## config.mk

```make
export PLATFORM = sky130hd
export DESIGN_NAME = alu_sequencer_flat
export DESIGN_NICKNAME = d
export VERILOG_FILES = /design/src/rtl/alu_sequencer_if.sv /design/src/rtl/alu_sequencer.sv /design/src/flat_wrapper.sv
export SDC_FILE = /design/constraint.sdc
export NUM_CORES = 1
export LEC_CHECK = 0
export ABC_AREA = 1
export BUFFER_PORTS_ARGS = -buffer_cell sky130_fd_sc_hd__buf_4
export CORE_UTILIZATION = 40
export DETAILED_ROUTE_END_ITERATION = 8
export GPL_ROUTABILITY_DRIVEN = 0
export MAX_ROUTING_LAYER = met4
export PLACE_DENSITY = 0.64
export SLEW_MARGIN = 20
export SYNTH_ARGS = -nofsm -noshare
export SYNTH_HDL_FRONTEND = slang
export SYNTH_SLANG_ARGS = --single-unit
```

## constraint.sdc

```tcl
create_clock -name clk -period 1.98 [get_ports clk]
set_clock_uncertainty 0.2 [all_clocks]
set_input_delay 0.198 -clock clk [delete_from_list [all_inputs] [get_ports clk]]
set_output_delay 0.198 -clock clk [all_outputs]
set_load 0.02 [all_outputs]
```

## src/rtl/alu_sequencer_if.sv

```systemverilog
// Handshake and bus bundle between the ALU sequencer, its ALU and its consumer.
// master is the sequencer side; slave is the surrounding environment.
interface alu_sequencer_if #(
    parameter int DATA_W = 6
);
    logic              start;
    logic [DATA_W-1:0] a_in;
    logic [DATA_W-1:0] b_in;
    logic [7:0]        op_mask;
    logic              busy;
    logic [DATA_W-1:0] alu_x;
    logic [DATA_W-1:0] alu_y;
    logic [3:0]        alu_fxn;
    logic [DATA_W-1:0] alu_answer;
    logic              alu_carry;
    logic              alu_oflow;
    logic              res_valid;
    logic              res_ready;
    logic [3:0]        res_fxn;
    logic [DATA_W-1:0] res_answer;
    logic              res_carry;
    logic              res_oflow;
    logic              res_last;
    logic              done;

    modport master (
        input  start, a_in, b_in, op_mask,
        input  alu_answer, alu_carry, alu_oflow,
        input  res_ready,
        output busy, alu_x, alu_y, alu_fxn,
        output res_valid, res_fxn, res_answer,
        output res_carry, res_oflow, res_last, done
    );

    modport slave (
        output start, a_in, b_in, op_mask,
        output alu_answer, alu_carry, alu_oflow,
        output res_ready,
        input  busy, alu_x, alu_y, alu_fxn,
        input  res_valid, res_fxn, res_answer,
        input  res_carry, res_oflow, res_last, done
    );
endinterface

```

## src/rtl/alu_sequencer.sv

```systemverilog
// Runs one ALU operand pair through every function selected in a mask,
// lowest code first, presenting each registered result on a valid/ready port.
module alu_sequencer #(
    parameter int DATA_W = 6
) (
    input logic            clk,
    input logic            reset,
    alu_sequencer_if.master bus
);

    typedef enum logic [1:0] {
        IDLE  = 2'd0,
        ISSUE = 2'd1,
        WAIT  = 2'd2,
        DONE  = 2'd3
    } state_t;

    state_t            state;
    state_t            state_n;
    logic [DATA_W-1:0] a_q;
    logic [DATA_W-1:0] b_q;
    logic [7:0]        mask_q;
    logic [2:0]        k_q;
    logic [7:0]        mask_clr;

    function automatic logic [2:0] lowest(input logic [7:0] m);
        logic [2:0] r;
        r = 3'd0;
        for (int i = 7; i >= 0; i--) begin
            if (m[i]) r = 3'(i);
        end
        return r;
    endfunction

    assign mask_clr = mask_q & ~(8'b1 << k_q);

    always_ff @(posedge clk) begin
        if (reset) state <= IDLE;
        else       state <= state_n;
    end

    always_comb begin
        state_n = state;
        unique case (state)
            IDLE: begin
                if (bus.start)
                    state_n = (bus.op_mask != 8'd0) ? ISSUE : DONE;
            end
            ISSUE: state_n = WAIT;
            WAIT: begin
                if (bus.res_ready)
                    state_n = (mask_q != 8'd0) ? ISSUE : DONE;
            end
            DONE: state_n = IDLE;
            default: state_n = IDLE;
        endcase
    end

    // Every output is a flop; status bits are derived from the next state.
    always_ff @(posedge clk) begin
        if (reset) begin
            a_q            <= '0;
            b_q            <= '0;
            mask_q         <= '0;
            k_q            <= '0;
            bus.busy       <= 1'b0;
            bus.done       <= 1'b0;
            bus.alu_x      <= '0;
            bus.alu_y      <= '0;
            bus.alu_fxn    <= '0;
            bus.res_valid  <= 1'b0;
            bus.res_fxn    <= '0;
            bus.res_answer <= '0;
            bus.res_carry  <= 1'b0;
            bus.res_oflow  <= 1'b0;
            bus.res_last   <= 1'b0;
        end else begin
            bus.busy      <= (state_n != IDLE);
            bus.done      <= (state_n == DONE);
            bus.res_valid <= (state_n == WAIT);
            unique case (state)
                IDLE: begin
                    if (bus.start && bus.op_mask != 8'd0) begin
                        a_q         <= bus.a_in;
                        b_q         <= bus.b_in;
                        mask_q      <= bus.op_mask;
                        k_q         <= lowest(bus.op_mask);
                        bus.alu_x   <= bus.a_in;
                        bus.alu_y   <= bus.b_in;
                        bus.alu_fxn <= {1'b0, lowest(bus.op_mask)};
                    end
                end
                ISSUE: begin
                    bus.res_answer <= bus.alu_answer;
                    bus.res_carry  <= bus.alu_carry;
                    bus.res_oflow  <= bus.alu_oflow;
                    bus.res_fxn    <= {1'b0, k_q};
                    bus.res_last   <= (mask_clr == 8'd0);
                    mask_q         <= mask_clr;
                end
                WAIT: begin
                    if (bus.res_ready) begin
                        bus.res_last <= 1'b0;
                        if (mask_q != 8'd0) begin
                            k_q         <= lowest(mask_q);
                            bus.alu_x   <= a_q;
                            bus.alu_y   <= b_q;
                            bus.alu_fxn <= {1'b0, lowest(mask_q)};
                        end
                    end
                end
                DONE: begin
                end
                default: begin
                end
            endcase
        end
    end

endmodule

```

## src/flat_wrapper.sv

```systemverilog
// flat-port wrapper written by rule: the top's interface ports become plain ports
module alu_sequencer_flat 
#(
    parameter int DATA_W = 6
)
  (clk, reset, bus_start, bus_a_in, bus_b_in, bus_op_mask, bus_alu_answer, bus_alu_carry, bus_alu_oflow, bus_res_ready, bus_busy, bus_alu_x, bus_alu_y, bus_alu_fxn, bus_res_valid, bus_res_fxn, bus_res_answer, bus_res_carry, bus_res_oflow, bus_res_last, bus_done);
  alu_sequencer_if #(.DATA_W(DATA_W)) bus_i ();
  input logic clk;
  input logic reset;
  input wire logic [$bits(bus_i.start)-1:0] bus_start;
  input wire logic [$bits(bus_i.a_in)-1:0] bus_a_in;
  input wire logic [$bits(bus_i.b_in)-1:0] bus_b_in;
  input wire logic [$bits(bus_i.op_mask)-1:0] bus_op_mask;
  input wire logic [$bits(bus_i.alu_answer)-1:0] bus_alu_answer;
  input wire logic [$bits(bus_i.alu_carry)-1:0] bus_alu_carry;
  input wire logic [$bits(bus_i.alu_oflow)-1:0] bus_alu_oflow;
  input wire logic [$bits(bus_i.res_ready)-1:0] bus_res_ready;
  output wire logic [$bits(bus_i.busy)-1:0] bus_busy;
  output wire logic [$bits(bus_i.alu_x)-1:0] bus_alu_x;
  output wire logic [$bits(bus_i.alu_y)-1:0] bus_alu_y;
  output wire logic [$bits(bus_i.alu_fxn)-1:0] bus_alu_fxn;
  output wire logic [$bits(bus_i.res_valid)-1:0] bus_res_valid;
  output wire logic [$bits(bus_i.res_fxn)-1:0] bus_res_fxn;
  output wire logic [$bits(bus_i.res_answer)-1:0] bus_res_answer;
  output wire logic [$bits(bus_i.res_carry)-1:0] bus_res_carry;
  output wire logic [$bits(bus_i.res_oflow)-1:0] bus_res_oflow;
  output wire logic [$bits(bus_i.res_last)-1:0] bus_res_last;
  output wire logic [$bits(bus_i.done)-1:0] bus_done;
  assign bus_i.start = bus_start;
  assign bus_i.a_in = bus_a_in;
  assign bus_i.b_in = bus_b_in;
  assign bus_i.op_mask = bus_op_mask;
  assign bus_i.alu_answer = bus_alu_answer;
  assign bus_i.alu_carry = bus_alu_carry;
  assign bus_i.alu_oflow = bus_alu_oflow;
  assign bus_i.res_ready = bus_res_ready;
  assign bus_busy = bus_i.busy;
  assign bus_alu_x = bus_i.alu_x;
  assign bus_alu_y = bus_i.alu_y;
  assign bus_alu_fxn = bus_i.alu_fxn;
  assign bus_res_valid = bus_i.res_valid;
  assign bus_res_fxn = bus_i.res_fxn;
  assign bus_res_answer = bus_i.res_answer;
  assign bus_res_carry = bus_i.res_carry;
  assign bus_res_oflow = bus_i.res_oflow;
  assign bus_res_last = bus_i.res_last;
  assign bus_done = bus_i.done;
  alu_sequencer #(.DATA_W(DATA_W)) u_core (.clk(clk), .reset(reset), .bus(bus_i));
endmodule
```

==> results of run 1 <==
[registers in the layout, indices dropped and copies added (netlist names)]
signal                 count
u_core.bus.done            1
u_core.bus.res_fxn         3
u_core.bus.alu_fxn         3
u_core.b_q                 6
u_core.bus.busy            1
u_core.bus.res_carry       1
u_core.bus.res_answer      6
u_core.state               2
u_core.a_q                 6
u_core.bus.res_last        1
u_core.bus.res_oflow       1
u_core.bus.res_valid       1
u_core.mask_q              8
u_core.bus.alu_y           6
u_core.bus.alu_x           6
[worst max-delay path, cell delays in order, from the launching register on]
cell and delay [ns]:
dfxtp_1 0.38, inv_2 0.07, nand3_1 0.15, inv_1 0.09
o21ai_2 0.08, nand2_2 0.23, nand2_4 0.25, nand2_1 0.07
a21oi_1 0.15
[cell usage in the layout, fill, tap and decap left out, types with 3 or more instances in the layout]
| cell type | n |
|---|---|
| clkbuf_8 | 6 |
| nor2_2 | 5 |
| nor2_1 | 54 |
| nand3_1 | 43 |
| a31oi_1 | 8 |
| nand2_1 | 97 |
| a21oi_1 | 19 |
| nand2_2 | 3 |
| dlygate4sd3_1 | 21 |
| buf_4 | 70 |
| inv_1 | 26 |
| o21ai_0 | 26 |
| dfxtp_1 | 52 |
[cell usage after synthesis, types with 2 or more instances]
cell and n:
a21oi_1 19, a31oi_1 8, buf_2 5, buf_4 2
clkbuf_1 9, dfxtp_1 52, inv_1 26, inv_2 2
nand2_1 97, nand2_2 3, nand3_1 43, nor2_1 55
nor2_2 4, nor3_1 2, o21ai_0 26
[kinds of logic after synthesis]
| logic type | synth area share |
|---|---|
| AO/OA/AOI/OAI | 0.122 |
| flip-flops | 0.437 |
| buffers and inverters | 0.0829 |
| AND/OR/NAND/NOR | 0.357 |
| other | 0.00157 |
[worst max path at each step]
| stage | to | slack [ns] | startpoint |
|---|---|---|---|
| after detailed placement | u_core.mask_q[2] | 0.12 | u_core.state[0] |
| after CTS | u_core.mask_q[6] | 0.09 | u_core.state[0] |
| after floorplan | u_core.mask_q[5] | 0.48 | u_core.state[0] |
| after global placement | u_core.mask_q[0] | 0.16 | u_core.state[0] |
| final | u_core.bus.alu_x[2] | 0.24 | u_core.state[0] |
| after global routing | u_core.bus.alu_x[2] | 0.08 | u_core.state[0] |
[area by class of cell]
class | instances | area, sq um
Multi-Input combinational cell | 262 | 1150
Inverter | 29 | 109
Tap cell | 72 | 90.1
Fill cell | 584 | 2420
Clock buffer | 6 | 82.6
Timing Repair Buffer | 91 | 736
Clock inverter | 2 | 13.8
Sequential cell | 52 | 1040
[metrics by stage]
step / utilization / total power (W) / cell area (sq um) / instances
2_1_floorplan: - / 0.00170 / 2390 / 361
5_1_grt: 0.572 / 0.00278 / 3220 / 514
3_3_place_gp: 0.517 / 0.00196 / 2920 / 485
4_1_cts: 0.571 / 0.00265 / 3220 / 514
6_report: 0.572 / 0.00262 / 3220 / 514
3_5_place_dp: 0.517 / 0.00196 / 2920 / 485
[layer usage]
metal | up-vias | GRT usage | share of wire
met2 | 63 | 0.354 | 0.48
met5 | - | - | 0
li1 | 1308 | - | -
met1 | 1106 | 0.259 | 0.47
met3 | 13 | 0.0368 | 0.037
met4 | 0 | 0.0836 | 0.020
[report_power, final]
| part | switching [W] | internal [W] | total (W) |
|---|---|---|---|
| sequential | 0.0000747 | 0.00116 | 0.00123 |
| clock | 0.000362 | 0.000287 | 0.000649 |
| combinational | 0.000436 | 0.000303 | 0.000739 |
| total | 0.000873 | 0.00175 | 0.00262 |
[timing repair]
item / in CTS / in global routing
hold endpoints to repair: 21 / 0
hold buffers: 21 / 0
gates resized for setup: 0 / 1
setup endpoints to repair: 0 / 12
==> out/qor.yml, run 1 <==
run_status:
  outcome: "complete, no violations"
grt:
  grt_usage: 0.214
  grt_pass1_vias: 2243
  grt_overflow_total: 0
  grt_antenna_before_repair: 0
  grt_max_degree: 27
  grt_pass1_wl_mm: 10.2
hold_path:
  hp-class: "input pin to flip-flop"
  min_from: "bus_op_mask[1]"
  hold_depth: 3
  min_to: "u_core.mask_q[1]"
floorplan:
  io_pins: 64
  core_sq_um: 5640
  start_util: 0.423
  row_count: 27
  die_area_sq_um: 6280
  fp.dieH_um: 79.2
  die_x_um: 79.2
drt:
  vias: 2490
  viasPerCell: 4.84
  wl_per_cell_um: 12.3
  first_iter_violations: 130
  dr.pass1.iters: 4
  drc: 0
  final_antenna_net_count: 0
  totalWireLength_mm: 6.31
synth:
  synth-seq-cells: 52
  synth.avg_cell_area_sq_um: 6.62
  ys.flop_type: "dfxtp_1"
  synth_edf_count: 0
  synth-warning-count: 0
  synth_cell_types: 22
  synthArstFlopShare: 0
  yosysTopAreaCell: "dfxtp_1"
  syn_area_sq_um: 2380
  netlist_top_cells_area: "dfxtp_1 44%, nand2_1 15%, nand3_1 9.0%"
  synthCells: 360
  synth_top_area_share: 0.437
  seq_area_frac_synth: 0.437
sta:
  whs_ns: 0.00924
  setup_ws_ns: 0.244
  tightest_slew_ns: 0.690
  relSlewSlack: 0.540
  finalWorstPathRequiredPeriod_ns: 1.74
  min_period_over_period: 0.877
  rsz0062_at_grt: "false"
  drv_slew: 0
  tns_ns: 0
  hold_violations: 0
  fmax_ghz: 0.576
  setup_viol: 0
cts:
  htree_levels: 2
  post_cts_buffers: 0
  clock-root-buffer: "clkbuf_8"
  cts_num_sinks: 52
  cts_buffer_depth: 2
  cts_buffers: 5
  clkLatencyLatePin_ns: 0.31
  cts_tree: "done"
  clk_pin_slew_ns: 0.10
final_layout:
  drive_above_1_share: 0.204
  diodes: 0
  layout.nets: 473
  syn_to_final_growth_pct: 35.2
setup_path:
  rr_endpoint: "u_core.bus.alu_x[2]"
  timing.rr.start: "u_core.state[0]"
  cp_max_fo: 16
  worstSetupStartpointType: "flip-flop"
  cp-end-kind: "flip-flop"
  reg2regPathDepth: 8
  cp.required_ns: 2.01
  worst-r2r-setup-slack_ns: 0.24
  critPathKind: "flip-flop to flip-flop"
  worstPathArrival_ns: 1.77
place:
  dpl_worst_slack_ns: 0.117
  dp_hpwl_mm: 4.33
  portBuffers: 61
pwr:
  power.density_nw_per_um2: 813
  p_leak_nw: 1.52
  vdd_drop_max_uv: 388
job:
  drv_cap: 0
No activity file was read; power rests on OpenSTA's default activity.
==> inputs of run 2 (changes only) <==
PLACE_DENSITY = not set   (was 0.64)
SLEW_MARGIN = not set   (was 20)
clock period = 1.8 ns   (was 1.98 ns; I/O delays follow)
==> out/qor.yml, run 2 (synthesized netlist as in run 1, its figures left out) <==
sta:
  drv_slew: 0  # unchanged
  relSlewSlack: 0.504  # -0.0360
  setup_ws_ns: 0.134  # -0.110 ns
  rsz0062_at_grt: "false"
  tns_ns: 0  # unchanged
  fmax_ghz: 0.600  # +4.2%
  tightest_slew_ns: 0.744  # +0.0540 ns
  setup_viol: 0  # unchanged
  min_period_over_period: 0.926  # +0.0488
  hold_violations: 0  # unchanged
  finalWorstPathRequiredPeriod_ns: 1.67  # -0.0699 ns
floorplan:
  io_pins: 64  # unchanged
  die_area_sq_um: 6280  # unchanged
  start_util: 0.423  # unchanged
  fp.dieH_um: 79.2  # unchanged
  core_sq_um: 5640  # unchanged
  die_x_um: 79.2  # unchanged
  row_count: 27  # unchanged
final_layout:
  largest_register_ffs: 8  # unchanged
  diodes: 0  # unchanged
  syn_to_final_growth_pct: 37.2
  final_common_cell: "nand2_1"
  nFillCells: 563  # -3.6%
  post-route-cell-area_sq_um: 3270  # +1.5%
  top_register: "u_core.mask_q"
  drive_above_1_share: 0.199  # -0.00451
  most-common-layout-cells: "97 x nand2_1, 71 x buf_4, 55 x nor2_1"
  layout.nets: 478  # +1.1%
pwr:
  vdd_drop_max_uv: 412  # +6.2%
  power.density_nw_per_um2: 880  # +8.2%
  p_leak_nw: 1.53  # +1.1%
grt:
  gr-usage-met1: 0.276  # +0.0170
  grt_pass1_vias: 2291  # +2.1%
  busiest_layer: "met2"
  grt_usage: 0.226  # +0.0120
  grt_pass1_wl_mm: 10.8  # +5.5%
  met3_usage: 0.0322  # -0.00460
  grt_antenna_before_repair: 0  # unchanged
  grt_overflow_total: 0  # unchanged
  grt_max_degree: 27  # unchanged
  globalRouteMet2Util: 0.389  # +0.0345
cts:
  htree_levels: 2  # unchanged
  clk_pin_slew_ns: 0.09  # about the same
  post_cts_buffers: 0  # unchanged
  cts_tree: "done"
  clock-root-buffer: "clkbuf_8"
  cts_buffers: 5  # unchanged
  cts_num_sinks: 52  # unchanged
  cts_buffer_depth: 2  # unchanged
  clkLatencyLatePin_ns: 0.30  # about the same
setup_path:
  cp_max_fo: 8  # -8
  worstSetupStartpointType: "flip-flop"
  critPathKind: "flip-flop to flip-flop"
  worstPathArrival_ns: 1.70  # -0.07 ns
  cp.required_ns: 1.84  # -0.17 ns
  cp-end-kind: "flip-flop"
place:
  place_area_sq_um: 2920  # +0.26%
  dp_hpwl_mm: 4.48  # +3.5%
  portBuffers: 61  # unchanged
  dpl_worst_slack_ns: 0.115  # -0.00145 ns
job:
  drv_cap: 0  # unchanged
drt:
  first_iter_violations: 96  # -26%
  final_antenna_net_count: 0  # unchanged
  drc: 0  # unchanged
  totalWireLength_mm: 6.54  # +3.8%
  dr.pass1.iters: 4  # unchanged
  viasPerCell: 4.75  # -2.0%
  wl_per_cell_um: 12.6  # +2.8%
  vias: 2464  # -1.0%
hold_path:
  hp-class: "input pin to flip-flop"
run_status:
  outcome: "complete, no violations"
==> run 2: metrics by stage <==
stage | hold WS (ns) | utilization | instances | power [W]
after floorplan | 0.115 | - | 361 | 0.00187
after global placement | 0.204 | 0.518 | 486 | 0.00216
after detailed placement | 0.209 | 0.518 | 486 | 0.00217
after CTS | 0.0266 | 0.579 | 519 | 0.00290
after global routing | 0.0369 | 0.580 | 519 | 0.00305
final | 0.0306 | 0.580 | 519 | 0.00288
==> run 2: final cells by class <==
| class | count | area [sq um] | share of cell area |
|---|---|---|---|
| multi-input combinational | 262 | 1150 | 0.353 |
| tap | 72 | 90.1 | 0.0275 |
| clock buffer | 7 | 86.3 | 0.0264 |
| sequential | 52 | 1040 | 0.318 |
| timing repair buffer | 96 | 783 | 0.239 |
| inverter | 29 | 109 | 0.0333 |
| clock inverter | 1 | 7.51 | 0.00229 |
==> run 2: path summary, 6_finish.rpt <==
kind	slack, ns	end	cells past startpoint	startpoint
max	0.13	u_core.bus.alu_x[0]	7	u_core.state[1]
min	0.03	u_core.mask_q[7]	3	bus_op_mask[7]
max reg2reg	0.13	u_core.bus.alu_x[0]	7	u_core.state[1]
min reg2reg	0.26	u_core.a_q[5]	2	u_core.a_q[5]
==> run 2: timing repair <==
action                                 CTS  global route
resized for setup                        0             1
setup endpoints to repair                0             5
endpoints found under the hold margin   25             0
hold buffers                            25             0
==> run 2: metal layers <==
| metal | vias up | wire length, um |
|---|---|---|
| li1 | 1315 | - |
| met1 | 1092 | 3100 |
| met2 | 48 | 3170 |
| met3 | 9 | 185 |
| met4 | 0 | 82 |
| met5 | - | 0 |
==> run 2: worst max-delay path, cell delays in order, from the launching register on <==
cell	delay, ns
dfxtp_1	0.41
inv_2	0.06
nor2_2	0.16
nand2_1	0.20
nand2_4	0.17
buf_4	0.18
nand3_1	0.09
a21oi_1	0.14
==> run 2: power breakdown <==
group / internal (W) / switching, W / leakage [nW] / total (W)
sequential: 0.00127 / 0.0000822 / 0.428 / 0.00136
clock: 0.000313 / 0.000382 / 0.0445 / 0.000695
combinational: 0.000341 / 0.000487 / 1.06 / 0.000827
==> inputs of run 3 (changes only) <==
ABC_AREA = not set   (was 1)
CORE_UTILIZATION = 52   (was 40)
PLACE_DENSITY = 0.79   (was not set)
==> out/qor.yml, run 3 <==
pwr:
  p_leak_nw: 1.44  # -6.4%
  power.density_nw_per_um2: 804  # -8.6%
  vdd_drop_max_uv: 466  # +13%
synth:
  synth_edf_count: 0  # unchanged
  ys.flop_type: "dfxtp_1"
  yosysTopAreaCell: "dfxtp_1"
  syn_area_sq_um: 2370  # -0.52%
  synth.most_common_cell: "nand2_1"
  synthCells: 298  # -17%
  synth-warning-count: 0  # unchanged
  yosys-top-cells-count: "82 x nand2_1, 52 x dfxtp_1, 36 x a21oi_1, 31 x nor2_1"
  synth.avg_cell_area_sq_um: 7.96  # +20%
  netlist_top_cells_area: "dfxtp_1 44%, nand2_1 13%, a21oi_1 7.6%"
  synthArstFlopShare: 0  # unchanged
  synth_cell_types: 38  # +73%
  seq_area_frac_synth: 0.439  # +0.00230
  synth-seq-cells: 52  # unchanged
  synth_top_area_share: 0.439  # +0.00230
grt:
  grt_antenna_before_repair: 0  # unchanged
  grt_overflow_total: 0  # unchanged
  grt_usage: 0.284  # +0.0579
  grt_max_degree: 32  # +19%
  globalRouteMet2Util: 0.475  # +0.0859
  busiest_layer: "met2"
  grt_pass1_vias: 2353  # +2.7%
  met3_usage: 0.0523  # +0.0201
  grt_pass1_wl_mm: 10.7  # -0.83%
  gr-usage-met1: 0.342  # +0.0665
final_layout:
  top_register: "u_core.mask_q"
  syn_to_final_growth_pct: 49.4
  diodes: 0  # unchanged
  final_cells: 454  # -13%
  drive_above_1_share: 0.331  # +0.132
  layout.nets: 433  # -9.4%
  largest_register_ffs: 8  # unchanged
  final_common_cell: "buf_4"
  most-common-layout-cells: "83 x buf_4, 82 x nand2_1, 51 x dfxtp_1"
drt:
  final_antenna_net_count: 0  # unchanged
  totalWireLength_mm: 6.91  # +5.5%
  first_iter_violations: 173  # +80%
  dr.pass1.iters: 4  # unchanged
  vias: 2542  # +3.2%
  drc: 0  # unchanged
  viasPerCell: 5.60  # +18%
  wl_per_cell_um: 15.2  # +21%
sta:
  fmax_ghz: 0.523  # -13%
  min_period_over_period: 1.06  # +0.137
  finalWorstPathRequiredPeriod_ns: 1.91  # +0.246 ns
  whs_ns: 0.0307  # +0.0000378 ns
  rsz0062_at_grt: "true"
  setup_viol: 20  # +20
  drv_slew: 0  # unchanged
  hold_violations: 0  # unchanged
  setup_ws_ns: -0.112  # -0.246 ns
cts:
  cts_buffer_depth: 2  # unchanged
  cts_num_sinks: 52  # unchanged
  cts_buffers: 5  # unchanged
  clk_pin_slew_ns: 0.09  # about the same
  clkLatencyLatePin_ns: 0.31  # about the same
  htree_levels: 2  # unchanged
  clock-root-buffer: "clkbuf_8"
  cts_tree: "done"
setup_path:
  critPathKind: "flip-flop to flip-flop"
  cp-end-kind: "flip-flop"
  cpMaxStageDelayCell: "or3b_4"
  worstSetupStartpointType: "flip-flop"
  worstPathArrival_ns: 1.90  # +0.20 ns
  slowest_delay_ns: 0.41  # about the same
  cp.required_ns: 1.79  # -0.05 ns
  critical_path.cell_chain: "or3b_4 > a31o_4 > a21oi_4 > buf_4 > buf_16 > a311oi_2"
  cp_max_fo: 11  # +3
job:
  drv_cap: 0  # unchanged
hold_path:
  hp-class: "input pin to flip-flop"
floorplan:
  io_pins: 64  # unchanged
  die_area_sq_um: 4840  # -23%
  die_x_um: 69.5  # -12%
  start_util: 0.541  # +0.118
  fp.dieH_um: 69.5  # -12%
  row_count: 24  # -11%
  core_sq_um: 4380  # -22%
run_status:
  outcome: "finished, violations left"
  violations: "negative setup slack"
place:
  portBuffers: 61  # unchanged
  dp_hpwl_mm: 4.04  # -9.9%
  dp.cells: 409  # -16%
## run 3: cell count changes after synthesis, moves of 4 or more
cell,change
nor2_1,-24
nand2_1,-15
a211oi_1,+4
inv_1,-21
a311oi_2,+12
nand3_1,-38
o21ai_0,-19
a31oi_1,-5
a21oi_1,+17
nor2_2,-4
## run 3: final timing paths
| path | start | endpoint | slack [ns] | cells past startpoint |
|---|---|---|---|---|
| worst min register to register | u_core.bus.res_oflow | u_core.bus.res_oflow | 0.26 | 2 |
| worst min-delay path | bus_start | u_core.bus.busy | 0.03 | 3 |
| worst max register to register | u_core.state[0] | u_core.bus.alu_x[2] | -0.11 | 6 |
| worst max-delay path | u_core.state[0] | u_core.bus.alu_x[2] | -0.11 | 6 |
## run 3: final cells by class
class | count | area, sq um
Multi-Input combinational cell | 217 | 1260
Timing Repair Buffer | 120 | 1060
Sequential cell | 52 | 1040
Fill cell | 288 | 841
Clock buffer | 7 | 86.3
Tap cell | 52 | 65.1
Inverter | 5 | 18.8
Clock inverter | 1 | 7.51
## run 3: metal layers
| metal | vias to the layer above | wire (um) |
|---|---|---|
| li1 | 1224 | - |
| met4 | 0 | 165 |
| met3 | 18 | 382 |
| met1 | 1198 | 2820 |
| met5 | - | 0 |
| met2 | 102 | 3540 |
## run 3: cells by family (layout without fill, tap and decap cells)
family	Yosys count	count (layout)	share of synthesized area
muxes	2	2	0.00844
other	1	2	0.00158
AOI/OAI and AO/OA	77	77	0.242
DFF	52	52	0.439
buffers and inverters	30	133	0.0659
and+or+nand+nor	136	136	0.244
## run 3: power breakdown
group / total (W) / switching [W] / leakage, nW / internal, W
combinational: 0.000836 / 0.000428 / 0.965 / 0.000408
sequential: 0.00132 / 0.0000762 / 0.428 / 0.00124
clock: 0.000695 / 0.000381 / 0.0445 / 0.000313
## run 3: critical path, delay by kind of cell, from the launching register on
family	cells	cell delay, ns
buffers and inverters	2	0.32
AO/OA/AOI/OAI	3	0.52
AND/OR/NAND/NOR	1	0.41
flip-flops	1	0.33
## run 3: what timing repair did
| item | CTS | global route |
|---|---|---|
| endpoints found under the setup margin | 34 | 31 |
| pin swaps | 1 | 3 |
| hold endpoints to repair | 42 | 0 |
| cloned | 1 | 1 |
| resized for setup | 6 | 19 |
| buffers inserted | 3 | 3 |
| hold buffers | 29 | 0 |
## run 3: metrics by stage
| step | util | TNS (ns) | instance area [sq um] | power, W | worst slack [ns] |
|---|---|---|---|---|---|
| 4_1_cts | 0.780 | -0.938 | 3420 | 0.00278 | -0.0820 |
| 3_3_place_gp | 0.675 | -0.643 | 2960 | 0.00199 | -0.0438 |
| 2_1_floorplan | - | -1.21 | 2380 | 0.00175 | -0.0923 |
| 6_report | 0.808 | -1.50 | 3540 | 0.00285 | -0.112 |
| 5_1_grt | 0.808 | -2.80 | 3540 | 0.00297 | -0.167 |
| 3_5_place_dp | 0.675 | -1.95 | 2960 | 0.00200 | -0.120 |
